--- config.mk ---
export PLATFORM = sky130hd
export DESIGN_NAME = read_unit
export DESIGN_NICKNAME = d
export VERILOG_FILES = /design/src/rtl/read_unit.sv
export SDC_FILE = /design/constraint.sdc
export NUM_CORES = 1
export LEC_CHECK = 0
export CORE_MARGIN = 2
export CORE_UTILIZATION = 32
export CTS_BUF_LIST = sky130_fd_sc_hd__clkbuf_8
export DETAILED_ROUTE_END_ITERATION = 10
export SLEW_MARGIN = 40
export SYNTH_ARGS = -nofsm -noshare
export SYNTH_HDL_FRONTEND = slang
export SYNTH_SLANG_ARGS = --single-unit
--- constraint.sdc ---
create_clock -name clk -period 4.1 [get_ports clk]
set_input_delay 0.82 -clock clk [delete_from_list [all_inputs] [get_ports clk]]
set_output_delay 0.82 -clock clk [all_outputs]
set_load 0.02 [all_outputs]
--- src/rtl/read_unit.sv ---
// Read-cycle engine for the ONFI NAND controller: strobes RE# with programmable
// low/high widths and captures one DQ word per strobe into a valid/ready register.
module read_unit #(
   parameter int DATA_W = 16,
   parameter int CNT_W  = 16,
   parameter int T_RP   = 4,
   parameter int T_REH  = 3
) (
   input  logic              clk,
   input  logic              reset,
   input  logic              activate,
   input  logic [CNT_W-1:0]  count,
   input  logic [DATA_W-1:0] nand_data_in,
   output logic              read_enable,
   output logic              busy,
   output logic [DATA_W-1:0] data_out,
   output logic              data_valid,
   input  logic              out_ready
);

   localparam int T_MAX = (T_RP > T_REH) ? T_RP : T_REH;
   localparam int TMR_W = (T_MAX > 1) ? $clog2(T_MAX) : 1;
   localparam logic [TMR_W-1:0] RP_LOAD  = TMR_W'(T_RP - 1);
   localparam logic [TMR_W-1:0] REH_LOAD = TMR_W'(T_REH - 1);

   typedef enum logic [1:0] {IDLE, RE_LOW, RE_HIGH, STALL} state_t;

   state_t           state;
   logic [TMR_W-1:0] timer;
   logic [CNT_W-1:0] remaining;
   logic             stall;
   logic             capture;

   // A pending unaccepted word blocks the next strobe so it is never overwritten
   assign stall   = data_valid & ~out_ready;
   assign capture = (state == RE_LOW) && (timer == '0);

   always_ff @(posedge clk) begin
      if (reset) begin
         state       <= IDLE;
         read_enable <= 1'b1;
         busy        <= 1'b0;
         data_valid  <= 1'b0;
         data_out    <= '0;
         timer       <= '0;
         remaining   <= '0;
      end else begin
         if (capture) begin
            data_out   <= nand_data_in;
            data_valid <= 1'b1;
         end else if (data_valid && out_ready) begin
            data_valid <= 1'b0;
         end

         case (state)
            IDLE: begin
               if (activate && (count != '0)) begin
                  remaining <= count;
                  busy      <= 1'b1;
                  if (stall) begin
                     state <= STALL;
                  end else begin
                     state       <= RE_LOW;
                     read_enable <= 1'b0;
                     timer       <= RP_LOAD;
                  end
               end
            end
            RE_LOW: begin
               if (timer == '0) begin
                  if (remaining != '0) remaining <= remaining - CNT_W'(1);
                  read_enable <= 1'b1;
                  timer       <= REH_LOAD;
                  state       <= RE_HIGH;
               end else begin
                  timer <= timer - TMR_W'(1);
               end
            end
            RE_HIGH: begin
               if (timer == '0) begin
                  if (remaining == '0) begin
                     state <= IDLE;
                     busy  <= 1'b0;
                  end else if (stall) begin
                     state <= STALL;
                  end else begin
                     state       <= RE_LOW;
                     read_enable <= 1'b0;
                     timer       <= RP_LOAD;
                  end
               end else begin
                  timer <= timer - TMR_W'(1);
               end
            end
            STALL: begin
               if (!stall) begin
                  state       <= RE_LOW;
                  read_enable <= 1'b0;
                  timer       <= RP_LOAD;
               end
            end
            default: state <= IDLE;
         endcase
      end
   end

endmodule
# Word level (Yosys, flattened, before mapping)
# Index checks and enable logic that the tools add are counted.
# classes
add_sub_neg,2
n_mul,0
n_div,0
magnitude_cmp,0
eq_ne,11
shifts,0
muxes,29
n_bitwise,2
reduce_logical,16
# op_table
cell,n
2-to-1 mux 16 bit,3
one-hot mux 16 bit (2 select lines),1
nonzero test 16 bit,2
2-to-1 mux 2 bit,11
logical NOT 16 bit,1
one-hot mux 2 bit (4 select lines),2
AND reduction 4 bit,4
"subtractor 16 x 1 -> 16 bit, second input constant",1
2-to-1 mux 1 bit,10
"inequality test 2 bit, second input constant",5
nonzero test 2 bit,3
"equality test 2 bit, second input constant",2
logical NOT 2 bit,2
"inequality test 2 x 1 -> 1 bit, second input constant",2
one-hot mux 1 bit (4 select lines),1
logical AND 1 bit,3
"inequality test 3 bit, second input constant",1
"equality test 2 x 1 -> 1 bit, second input constant",1
one-hot mux 1 bit (2 select lines),1
AND reduction 2 bit,1
"subtractor 2 x 1 -> 2 bit, second input constant",1
AND 1 bit,1
inverter 1 bit,1
# word_totals
regBits,39
latch_bits,0
ram_bits,0
mem_bits_ro,0
input_bits,36
output_inout_bits,19
elab_cells,67
n_memories,0

# Depth between registers and ports, before layout
# depth
word_depth,6
depth_mapped,9
depth_no_buf,7

# Least setup slack after synthesis
# OpenSTA, ideal clock, no wires.
# synth_timing
path_type,input to register
start,input count[11]
end,register remaining[3]
setup_ns,0.135
arrival_ns,1.949
t_required_ns,3.965
path_slack_ns,2.017
path_stages,6
path_buffers,1
cell_sequence,nor4_1 -> a41oi_1 -> nand2b_1 -> nand2_1 -> buf_2 -> o21ai_0
# synth_via
elab_chain_len,4
# synth_rtl
element,line,rtl
start: declaration,12,"input logic [CNT_W-1:0] count,"
nonzero test 16 bit,57,if (activate && (count != '0)) begin
logical AND 1 bit,57,
inequality test 2 bit (no source line),-,
AND reduction 4 bit (no source line),-,
end signal: assignment,58,remaining <= count;
end signal: assignment,71,if (remaining != '0) remaining <= remaining - CNT_W'(1);
end: declaration,30,logic [CNT_W-1:0] remaining;
# Every way passes these cells.
# A chain may end at the register's enable or synchronous reset.

# Worst setup path in the final report
# layout_timing
start,register state[1]
end,register remaining[0]
# layout_via
elab_chain_len,3
elab_cells_between_ends,8
classes_between,eq/ne: 4; mux: 1; reduce/logical: 3
# layout_rtl
element,line,rtl
start: declaration,28,state_t state;
start signal: assignment,40,state <= IDLE;
start signal: assignment,61,state <= STALL;
start signal: assignment,63,state <= RE_LOW;
equality test 2 x 1 -> 1 bit / logical NOT 2 bit (equally long branches),55,case (state)
"inequality test 2 x 1 -> 1 bit (no source line), or another cell as far along",-,
AND reduction 4 bit (no source line),-,
# Parallel ways exist; a longest one is shown, timed or not.

==> run_results.csv <==
group,metric,value,unit
grt,largest_net_degree_at_the_start_of_global_routing,37,
sta,timing.final.hold_violations,0,
run_status,status,"completed",
setup_path,startpoint_type,"flip-flop",
route,wl_per_cell,14.3,µm
sta,finalWorstSetupSlack,1080,ps
route,drt-total-wl,5940,µm
synthesis,yosys_warnings,0,
synthesis,yosysTopAreaCell,"sky130_fd_sc_hd__dfxtp_1",
clocking,sink_count_of_the_clock_tree,39,
layout,nets,362,
synthesis,postSynth.topFlopCell,"sky130_fd_sc_hd__dfxtp_1",
synthesis,yosysMostFrequentCell,"sky130_fd_sc_hd__nand2_1",
placement,port_buffers,54,
route,drt-initial-drc-count,86,
synthesis,synthCells,276,
sta,finalClockSkew,8.85,ps
clocking,post-cts-setup-buffer-count,0,
run,max-cap-violations,0,
sta,slew_headroom,50.1,%
synthesis,asyncSetResetFlopFracSynth,0,%
setup_path,timing.reg2reg.setup_slack,1080,ps
setup_path,cp_data_arrival_time,3220,ps
route,detail-route-antenna-nets,0,
placement,setup_ws_pre_cts,812,ps
hold_path,hold_path.class,"flip-flop to flip-flop",
layout,antenna_cells,0,
power_and_ir_drop,irDropWorstVdd,275,µV
grt,grt_pass1_vias,2069,
synthesis,post_synth.cell_area_avg,8.16,µm²
sta,final.period_utilization,73.8,%
clocking,clkSlewWorstSetupHoldPaths,80,ps
clocking,number_of_buffers_on_the_longest_clock_path,2,
grt,grt_util_all_layers,16.2,%
setup_path,worstPathMaxFanout,19,
layout,layoutNonFillerInstCount,415,
grt,grt-ovfl-total,0,
route,dr_total_vias,2157,
setup_path,worstSetupPathType,"flip-flop to flip-flop",
layout,drive_gt1_share,5.33,%
floorplanning,die_w,87.9,µm
sta,max_clock_freq,331,MHz
grt,global_route_wire_length_before_repair,9940,µm
placement,gp_congestion,0.775,
sta,timing.final.crit_period,3020,ps
synthesis,synth.yosys.seq_area_share,34.7,%
synthesis,ys_ff_latch,39,
setup_path,worstSetupEndpointType,"flip-flop",
setup_path,worst_path_required_time,4290,ps
placement,numPlacedInstances,407,
clocking,postCtsResizedCells,0,
layout,fillers,690,
clocking,numCtsBuffers,5,
sta,finalSetupTns,0,ps
placement,hpwl,3980,µm
synthesis,mappedNetlistArea,2250,µm²
power_and_ir_drop,p_leak,1.03,nW
layout,area.growth.synth_to_final,29.8,%
clocking,clkLatencyLatePin,300,ps
synthesis,synthDistinctLibCells,53,
clocking,tritoncts,"done",
route,viasPerCell,5.20,
floorplanning,core_region_area,6790,µm²
clocking,cts_max_level,2,
synthesis,synthTopCellsByCount,"sky130_fd_sc_hd__nand2_1 (41), sky130_fd_sc_hd__dfxtp_1 (39), sky130_fd_sc_hd__a21oi_1 (21), sky130_fd_sc_hd__inv_1 (15), sky130_fd_sc_hd__nor2b_1 (13)",
clocking,clock_tree.root_cell,"sky130_fd_sc_hd__clkbuf_8",
clocking,holdBufCountCts,0,
sta,worstMarginPinSlew,747,ps
synthesis,postSynthNetCount,320,
synthesis,synth_enable_flop_cells,0,
floorplanning,fp-row-count,30,
floorplanning,floorplan.die.height,87.9,µm
sta,grt_setup_unrepaired,"false",
route,route.detailed.drc,0,
floorplanning,initial_utilization,33.1,%
synthesis,synthTopCellsByArea,"sky130_fd_sc_hd__dfxtp_1 (35%), sky130_fd_sc_hd__nand2_1 (6.8%), sky130_fd_sc_hd__a21oi_1 (4.7%), sky130_fd_sc_hd__ha_1 (4.4%), sky130_fd_sc_hd__o31ai_1 (4.0%)",
route,drt_pre_antenna_iters,4,
floorplanning,num_io_pins,55,
sta,report.final.slew_viol_count,0,
power_and_ir_drop,pwr_density_cell,761,nW/µm²
sta,total_setup_violations_reported_at_the_end_of_the_flow,0,
synthesis,yosys.area.top_type_share,34.7,%
grt,antenna_found_initial,0,
floorplanning,design.die.area,7720,µm²
## power breakdown
part	total, mW	switching [mW]	internal, mW
combinational	1.26	0.774	0.485
sequential	0.628	0.115	0.513
clock	0.339	0.142	0.197
## layer usage
metal  track usage [%]  up-vias  routed length [µm]
met3              4.71        7                 452
li1                  -     1097                   -
met5                 0        -                   0
met2              25.1       74                2630
met1              21.9      979                2800
met4              4.90        0                  53
## cells in the final DEF, fill, tap and decap left out, types with 3 or more instances in the layout
cell | Yosys | layout
sky130_fd_sc_hd__a21boi_0 | 6 | 6
sky130_fd_sc_hd__nor2_1 | 12 | 12
sky130_fd_sc_hd__mux2i_1 | 7 | 7
sky130_fd_sc_hd__dfxtp_1 | 39 | 39
sky130_fd_sc_hd__nand3_1 | 4 | 4
sky130_fd_sc_hd__nand2_1 | 41 | 41
sky130_fd_sc_hd__nor3_1 | 4 | 4
sky130_fd_sc_hd__o311ai_0 | 9 | 9
sky130_fd_sc_hd__o311ai_1 | 3 | 3
sky130_fd_sc_hd__o31ai_1 | 12 | 12
sky130_fd_sc_hd__ha_1 | 8 | 8
sky130_fd_sc_hd__nor4_1 | 8 | 8
sky130_fd_sc_hd__a31oi_1 | 5 | 5
sky130_fd_sc_hd__clkdlybuf4s50_1 | 0 | 54
sky130_fd_sc_hd__a21oi_1 | 21 | 21
sky130_fd_sc_hd__o21ai_0 | 4 | 4
sky130_fd_sc_hd__clkbuf_8 | 0 | 6
sky130_fd_sc_hd__nor2b_1 | 13 | 13
sky130_fd_sc_hd__inv_1 | 15 | 15
sky130_fd_sc_hd__a211oi_1 | 4 | 4
## cells by family after synthesis
group / share of synthesized area, %
AO/OA/AOI/OAI: 26.4
buffers and inverters: 7.89
flip-flops: 34.7
AND/OR/NAND/NOR: 23.5
adder cells (fa/ha/maj): 4.44
multiplexers: 3.11
## final timing paths
kind | startpoint | end | depth (start not counted)
setup / recovery | state[1] | remaining[0] | 6
hold / removal | data_out[12] | data_out[12] | 2
setup reg to reg | state[1] | remaining[0] | 6
hold reg to reg | data_out[12] | data_out[12] | 2
## area by class of cell
type	count	area, µm²	share of cell area [%]
sequential	39	781	26.7
inverter	15	56.3	1.93
tap	96	120	4.11
clock inverter	2	35.0	1.20
timing repair buffer	56	556	19.0
multi-input combinational	201	1290	44.2
clock buffer	6	82.6	2.82
## registers in the layout (all words and copies together) (netlist names)
signal,count
busy,1
state,2
timer,2
remaining,16
data_valid,1
data_out,16
read_enable,1
## worst max-delay path: stages, from the launching register on
cell	delay, ps
sky130_fd_sc_hd__dfxtp_1	340
sky130_fd_sc_hd__inv_1	80
sky130_fd_sc_hd__ha_1	590
sky130_fd_sc_hd__nand2_1	580
sky130_fd_sc_hd__o21ai_1	430
sky130_fd_sc_hd__nand2_1	440
sky130_fd_sc_hd__o311a_1	470
## stage by stage
stage	utilization [%]	power (mW)	hold slack (ps)	area [µm²]
floorplan	-	1.60	448	2250
global placement	41.3	1.89	441	2810
detailed placement	41.3	1.89	446	2810
CTS	43.0	2.24	457	2920
global route	43.0	2.43	479	2920
finish	43.0	2.23	455	2920
(Power assumes the default switching activity.)
==> variant 1: new RTL, same flow settings <==
Make the reset (`reset`) asynchronous in one clocked block.
--- a/src/rtl/read_unit.sv
+++ b/src/rtl/read_unit.sv
@@ -36,5 +36,5 @@
    assign capture = (state == RE_LOW) && (timer == '0);
 
-   always_ff @(posedge clk) begin
+   always_ff @(posedge clk or posedge reset) begin
       if (reset) begin
          state       <= IDLE;
Behaviour: differs if reset is asserted again (counterexample within 4 cycles, from zero or initial values and one cycle with reset high); with reset held inactive, the same outputs for 10 cycles.
==> variant 1 against the unedited design <==
Sequential power up 15%; sequential share of layout area up 6.1 points; cell count down 7.5%; first-iteration DRC count up 30%; wire length down 0.29%; sequential cell count unchanged; final area up 2.0%; maximum frequency down 5.8%; total power up 2.4%; setup slack worse by 0.18 ns; non-clock buffer count up 3; area after synthesis down 0.33%; critical endpoint is now state[1]$_DFFE_PP0P_.
==> variant 1: results (changes against the unedited design) <==
metric,value,unit,change
status,"finished, final reports clean",,unchanged
place.detailed.hpwl,4230,um,was 3980 um
leakage,0.00118,uW,was 0.00103 uW
clock_cell_area_share,3.15,%,was 4.02%
synthTopCellsByCount,"38 x sky130_fd_sc_hd__dfrtp_1, 20 x sky130_fd_sc_hd__a21oi_1, 17 x sky130_fd_sc_hd__mux2_2",,"was 41 x sky130_fd_sc_hd__nand2_1, 39 x sky130_fd_sc_hd__dfxtp_1, 21 x sky130_fd_sc_hd__a21oi_1"
critical_path.max_fanout,12,,was 19
place.gp.congestion,0.797,,was 0.775
fraction_of_layout_instances_using_a_drive_strength_above_1,12.8,%,was 5.33%
syn-num-nets,279,,was 320
arrival_time_of_data_at_the_critical_path_endpoint,3.39,ns,was 3.22 ns
met1Wirelength,2700,um,was 2800 um
wl,5920,um,was 5940 um
yosys-top-cells-area,"sky130_fd_sc_hd__dfrtp_1 42%, sky130_fd_sc_hd__mux2_2 8.5%, sky130_fd_sc_hd__a21oi_1 4.5%, sky130_fd_sc_hd__ha_1 4.5%, sky130_fd_sc_hd__o31ai_1 4.0%",,"was sky130_fd_sc_hd__dfxtp_1 35%, sky130_fd_sc_hd__nand2_1 6.8%, sky130_fd_sc_hd__a21oi_1 4.7%, sky130_fd_sc_hd__ha_1 4.4%, sky130_fd_sc_hd__o31ai_1 4.0%"
n_multi_input_combinational_cell,170,,was 201
final.hold.worst_slack,0.511,ns,was 0.455 ns
grt_first_pass_wirelength,9830,um,was 9940 um
crit_slowest_cell,sky130_fd_sc_hd__o41ai_1,,was sky130_fd_sc_hd__ha_1
whs_path_depth,1,,was 2
design.seq.count,39,,unchanged
num-nonclk-buffers,59,,was 56
avgRoutedWirePerCell,15.4,um,was 14.3 um
clock_buffer_count,5,,was 6
dr_wl_met2,2740,um,was 2630 um
dp_cells,376,,was 407
holdPathEnd,data_out[3]$_DFFE_PP0P_,,was data_out[12]$_SDFFE_PP0P_
inverters,12,,was 15
worst_pin_slew,0.640,ns,was 0.747 ns
fillers,679,,was 690
synth_seq_area_share,43.5,%,was 34.7%
multi_input_area_share,39.2,%,was 44.2%
synthDistinctLibCells,44,,was 53
gr-usage-met3,4.90,%,was 4.71%
skew,0.00912,ns,was 0.00885 ns
groute.usage.overall,16.2,%,about the same
layout.nonclk_buf_share,19.4,%,was 19.0%
grtUsageMet1,21.5,%,was 21.9%
critical_register_to_register_path_startpoint,remaining[0]$_DFFE_PP0P_,,was state[1]$_SDFFE_PP0P_
worst-r2r-cell-count,7,,was 6
wl_met3,431,um,was 452 um
global_route.usage.met2,25.9,%,was 25.1%
[variant 1: cell count changes in the layout (fill, tap and decap cells not counted), moves of 9 or more]
cell / before / now
sky130_fd_sc_hd__o311ai_0: 9 / 0
sky130_fd_sc_hd__mux2_2: 0 / 17
sky130_fd_sc_hd__nor2b_1: 13 / 3
sky130_fd_sc_hd__dfxtp_1: 39 / 0
sky130_fd_sc_hd__nand2_1: 41 / 13
sky130_fd_sc_hd__dfrtp_1: 0 / 38
[variant 1: power by group]
group	total, uW	switching [uW]	leakage [uW]	internal (uW)
clock	277	155	0.0000443	122
sequential	722	141	0.000458	581
combinational	1280	704	0.000681	574
total	2280	1000	0.00118	1280
[variant 1: worst max-delay path by stage]
stage / startpoint / cells after the start / end / slack (ns)
6_report: count[14] / 6 / state[1]$_DFFE_PP0P_ / 0.89
3_5_place_dp: count[14] / 6 / state[1]$_DFFE_PP0P_ / 0.61
2_1_floorplan: count[14] / 6 / remaining[15]$_DFFE_PP0P_ / 1.43
3_3_place_gp: count[13] / 6 / state[1]$_DFFE_PP0P_ / 0.67
4_1_cts: count[14] / 6 / state[1]$_DFFE_PP0P_ / 0.91
5_1_grt: count[13] / 6 / state[1]$_DFFE_PP0P_ / 0.69
[variant 1: logic make-up after synthesis]
kind of cell               share of synthesized area, %
and+or+nand+nor                                    16.7
DFF                                                43.5
buffers and inverters                              4.46
muxes                                              9.42
AOI/OAI and AO/OA                                  21.5
adders and majority gates                          4.46
[variant 1: per-stage QoR]
stage / total power, uW / setup WS, ns / cell area [sq um]
after floorplan: 1560 / 1.43 / 2240
after global placement: 1990 / 0.668 / 2890
after detailed placement: 2010 / 0.612 / 2890
after CTS: 2290 / 0.906 / 2980
after global routing: 2460 / 0.685 / 2980
final: 2280 / 0.891 / 2980
==> variant 2: new RTL, config.mk and constraints unchanged <==
Made on the original files. Change the parameter `CNT_W` from 16 to 12.
--- a/src/rtl/read_unit.sv
+++ b/src/rtl/read_unit.sv
@@ -3,5 +3,5 @@
 module read_unit #(
    parameter int DATA_W = 16,
-   parameter int CNT_W  = 16,
+   parameter int CNT_W  = 12,
    parameter int T_RP   = 4,
    parameter int T_REH  = 3
Interface: changed (resized count); port bits go from 55 to 51. No check against the original RTL was run, so the function may have changed too.
==> variant 2 against the unedited design <==
Sequential cell count fell by 4; area after synthesis down 15%; wire length decreased by 23%; maximum frequency grew 17%; total power fell by 9.4%; final area shrank 12%; critical path depth rose by 2; setup slack gained 0.45 ns; synthesized cell count is 16% lower; clock skew down 0.0042 ns; count of clock-buffer cells in the layout unchanged; cell count is 14% lower; via count is 17% lower; sequential share of layout area is 0.43 points higher; largest power group unchanged.
==> variant 2: results (changes against the unedited design) <==
metric,value,unit,change
clock_tree.buffer_depth,2,,unchanged
drt-initial-drc-count,59,,was 86
leakage,0.000934,uW,was 0.00103 uW
arrival_time_of_data_at_the_critical_path_endpoint,2.79,ns,was 3.22 ns
status,"finished, final reports clean",,unchanged
avgRoutedWirePerCell,12.8,um,was 14.3 um
place.gp.congestion,0.813,,was 0.775
groute.usage.overall,14.6,%,was 16.2%
finalNonFillerCells,357,,was 415
synth_enable_flop_cells,0,,unchanged
synth_seq_area_share,36.6,%,was 34.7%
vias,1792,,was 2157
synthDistinctLibCells,47,,was 53
clk_pin_slew,0.07,ns,
fraction_of_layout_instances_using_a_drive_strength_above_1,9.57,%,was 5.33%
syn-num-nets,274,,was 320
design.final.nets,322,,was 362
worst_ir_drop_on_vdd,0.289,mV,was 0.275 mV
grt_first_pass_wirelength,7550,um,was 9940 um
critical_path.max_fanout,25,,was 19
syn_inst_count,233,,was 276
place.detailed.hpwl,3140,um,was 3980 um
grt_pass1_vias,1679,,was 2069
synthTopCellsByCount,"47 x sky130_fd_sc_hd__nand2_1, 35 x sky130_fd_sc_hd__dfxtp_1, 32 x sky130_fd_sc_hd__a21oi_1",,"was 41 x sky130_fd_sc_hd__nand2_1, 39 x sky130_fd_sc_hd__dfxtp_1, 21 x sky130_fd_sc_hd__a21oi_1"
synth.yosys.warnings,0,,unchanged
h-tree-depth,2,,unchanged
dp_cells,349,,was 407
slew_headroom,54.0,%,was 50.1%
skew,0.00463,ns,was 0.00885 ns
grt_start_max_net_pins,26,,was 37
yosys-top-cells-area,"sky130_fd_sc_hd__dfxtp_1 37%, sky130_fd_sc_hd__nand2_1 9.2%, sky130_fd_sc_hd__a21oi_1 8.4%, sky130_fd_sc_hd__ha_1 5.9%, sky130_fd_sc_hd__nor4_2 2.6%",,"was sky130_fd_sc_hd__dfxtp_1 35%, sky130_fd_sc_hd__nand2_1 6.8%, sky130_fd_sc_hd__a21oi_1 4.7%, sky130_fd_sc_hd__ha_1 4.4%, sky130_fd_sc_hd__o31ai_1 4.0%"
numCtsBuffers,5,,unchanged
numPortBuffers,50,,was 54
clkLatencyLatePin,0.29,ns,
post_cts_gate_resize_count,0,,unchanged
crit_slowest_cell,sky130_fd_sc_hd__nand2_1,,was sky130_fd_sc_hd__ha_1
reg_top3,"data_out: 16 flops, remaining: 12 flops",,"was data_out: 16 flops, remaining: 16 flops"
grt_antenna_before_repair,0,,unchanged
critPathMaxStageDelay,0.47,ns,was 0.59 ns
pre_cts_slack,1.38,ns,was 0.812 ns
-- variant 2: where the power goes --
| group | leakage [uW] | total (uW) | switching (uW) | internal, uW |
|---|---|---|---|---|
| clock network | 0.0000612 | 324 | 127 | 197 |
| registers | 0.000287 | 572 | 113 | 459 |
| logic | 0.000586 | 1120 | 647 | 474 |
-- variant 2: metrics by stage --
| step | hold slack (ns) | util, % | power (uW) | instance area (sq um) |
|---|---|---|---|---|
| after floorplan | 0.436 | - | 1450 | 1910 |
| after global placement | 0.440 | 42.2 | 1700 | 2470 |
| after detailed placement | 0.446 | 42.1 | 1700 | 2460 |
| after CTS | 0.456 | 44.1 | 2030 | 2580 |
| after global routing | 0.473 | 44.1 | 2180 | 2580 |
| final | 0.455 | 44.1 | 2020 | 2580 |
-- variant 2: area by class of cell --
type                    count  area, sq um
clock buffers               6         82.6
multi-input cells         175         1110
clock inverters             2         35.0
well taps                  75         93.8
repair buffers             53          518
inverters                  11         41.3
fillers                   580         3270
flip-flops and latches     35          701
-- variant 2: final timing paths --
path	depth (start not counted)	startpoint	slack, ns	to
setup / recovery	8	state[1]$_SDFFE_PP0P_	1.52	remaining[0]$_SDFFE_PP0P_
hold / removal	2	data_out[7]$_SDFFE_PP0P_	0.45	data_out[7]$_SDFFE_PP0P_
setup reg to reg	8	state[1]$_SDFFE_PP0P_	1.52	remaining[0]$_SDFFE_PP0P_
hold reg to reg	2	data_out[7]$_SDFFE_PP0P_	0.45	data_out[7]$_SDFFE_PP0P_
-- variant 2: kinds of logic after synthesis --
kind of cell               count (synthesis)  share of synthesized area [%]
and+or+nand+nor                           92                           25.7
adders and majority gates                  9                           5.88
DFF                                       35                           36.6
xor gates and xnor gates                   2                          0.915
AOI/OAI and AO/OA                         71                           25.0
buffers and inverters                     23                           5.36
muxes                                      1                          0.523
-- variant 2: worst min-delay path, delay by kind of cell, from the launching register on --
family | cells | cell delay (ns)
flip-flops | 1 | 0.31
AO/OA/AOI/OAI | 1 | 0.05
AND/OR/NAND/NOR | 1 | 0.05
-- variant 2: routing by layer --
metal  vias to the layer above  global-route usage, %  wire (um)
li1                        910                      -          -
met1                       826                   18.9       2230
met2                        49                   22.4       1930
met3                         7                   6.00        373
met4                         0                   4.07         46
met5                         -                      0          0
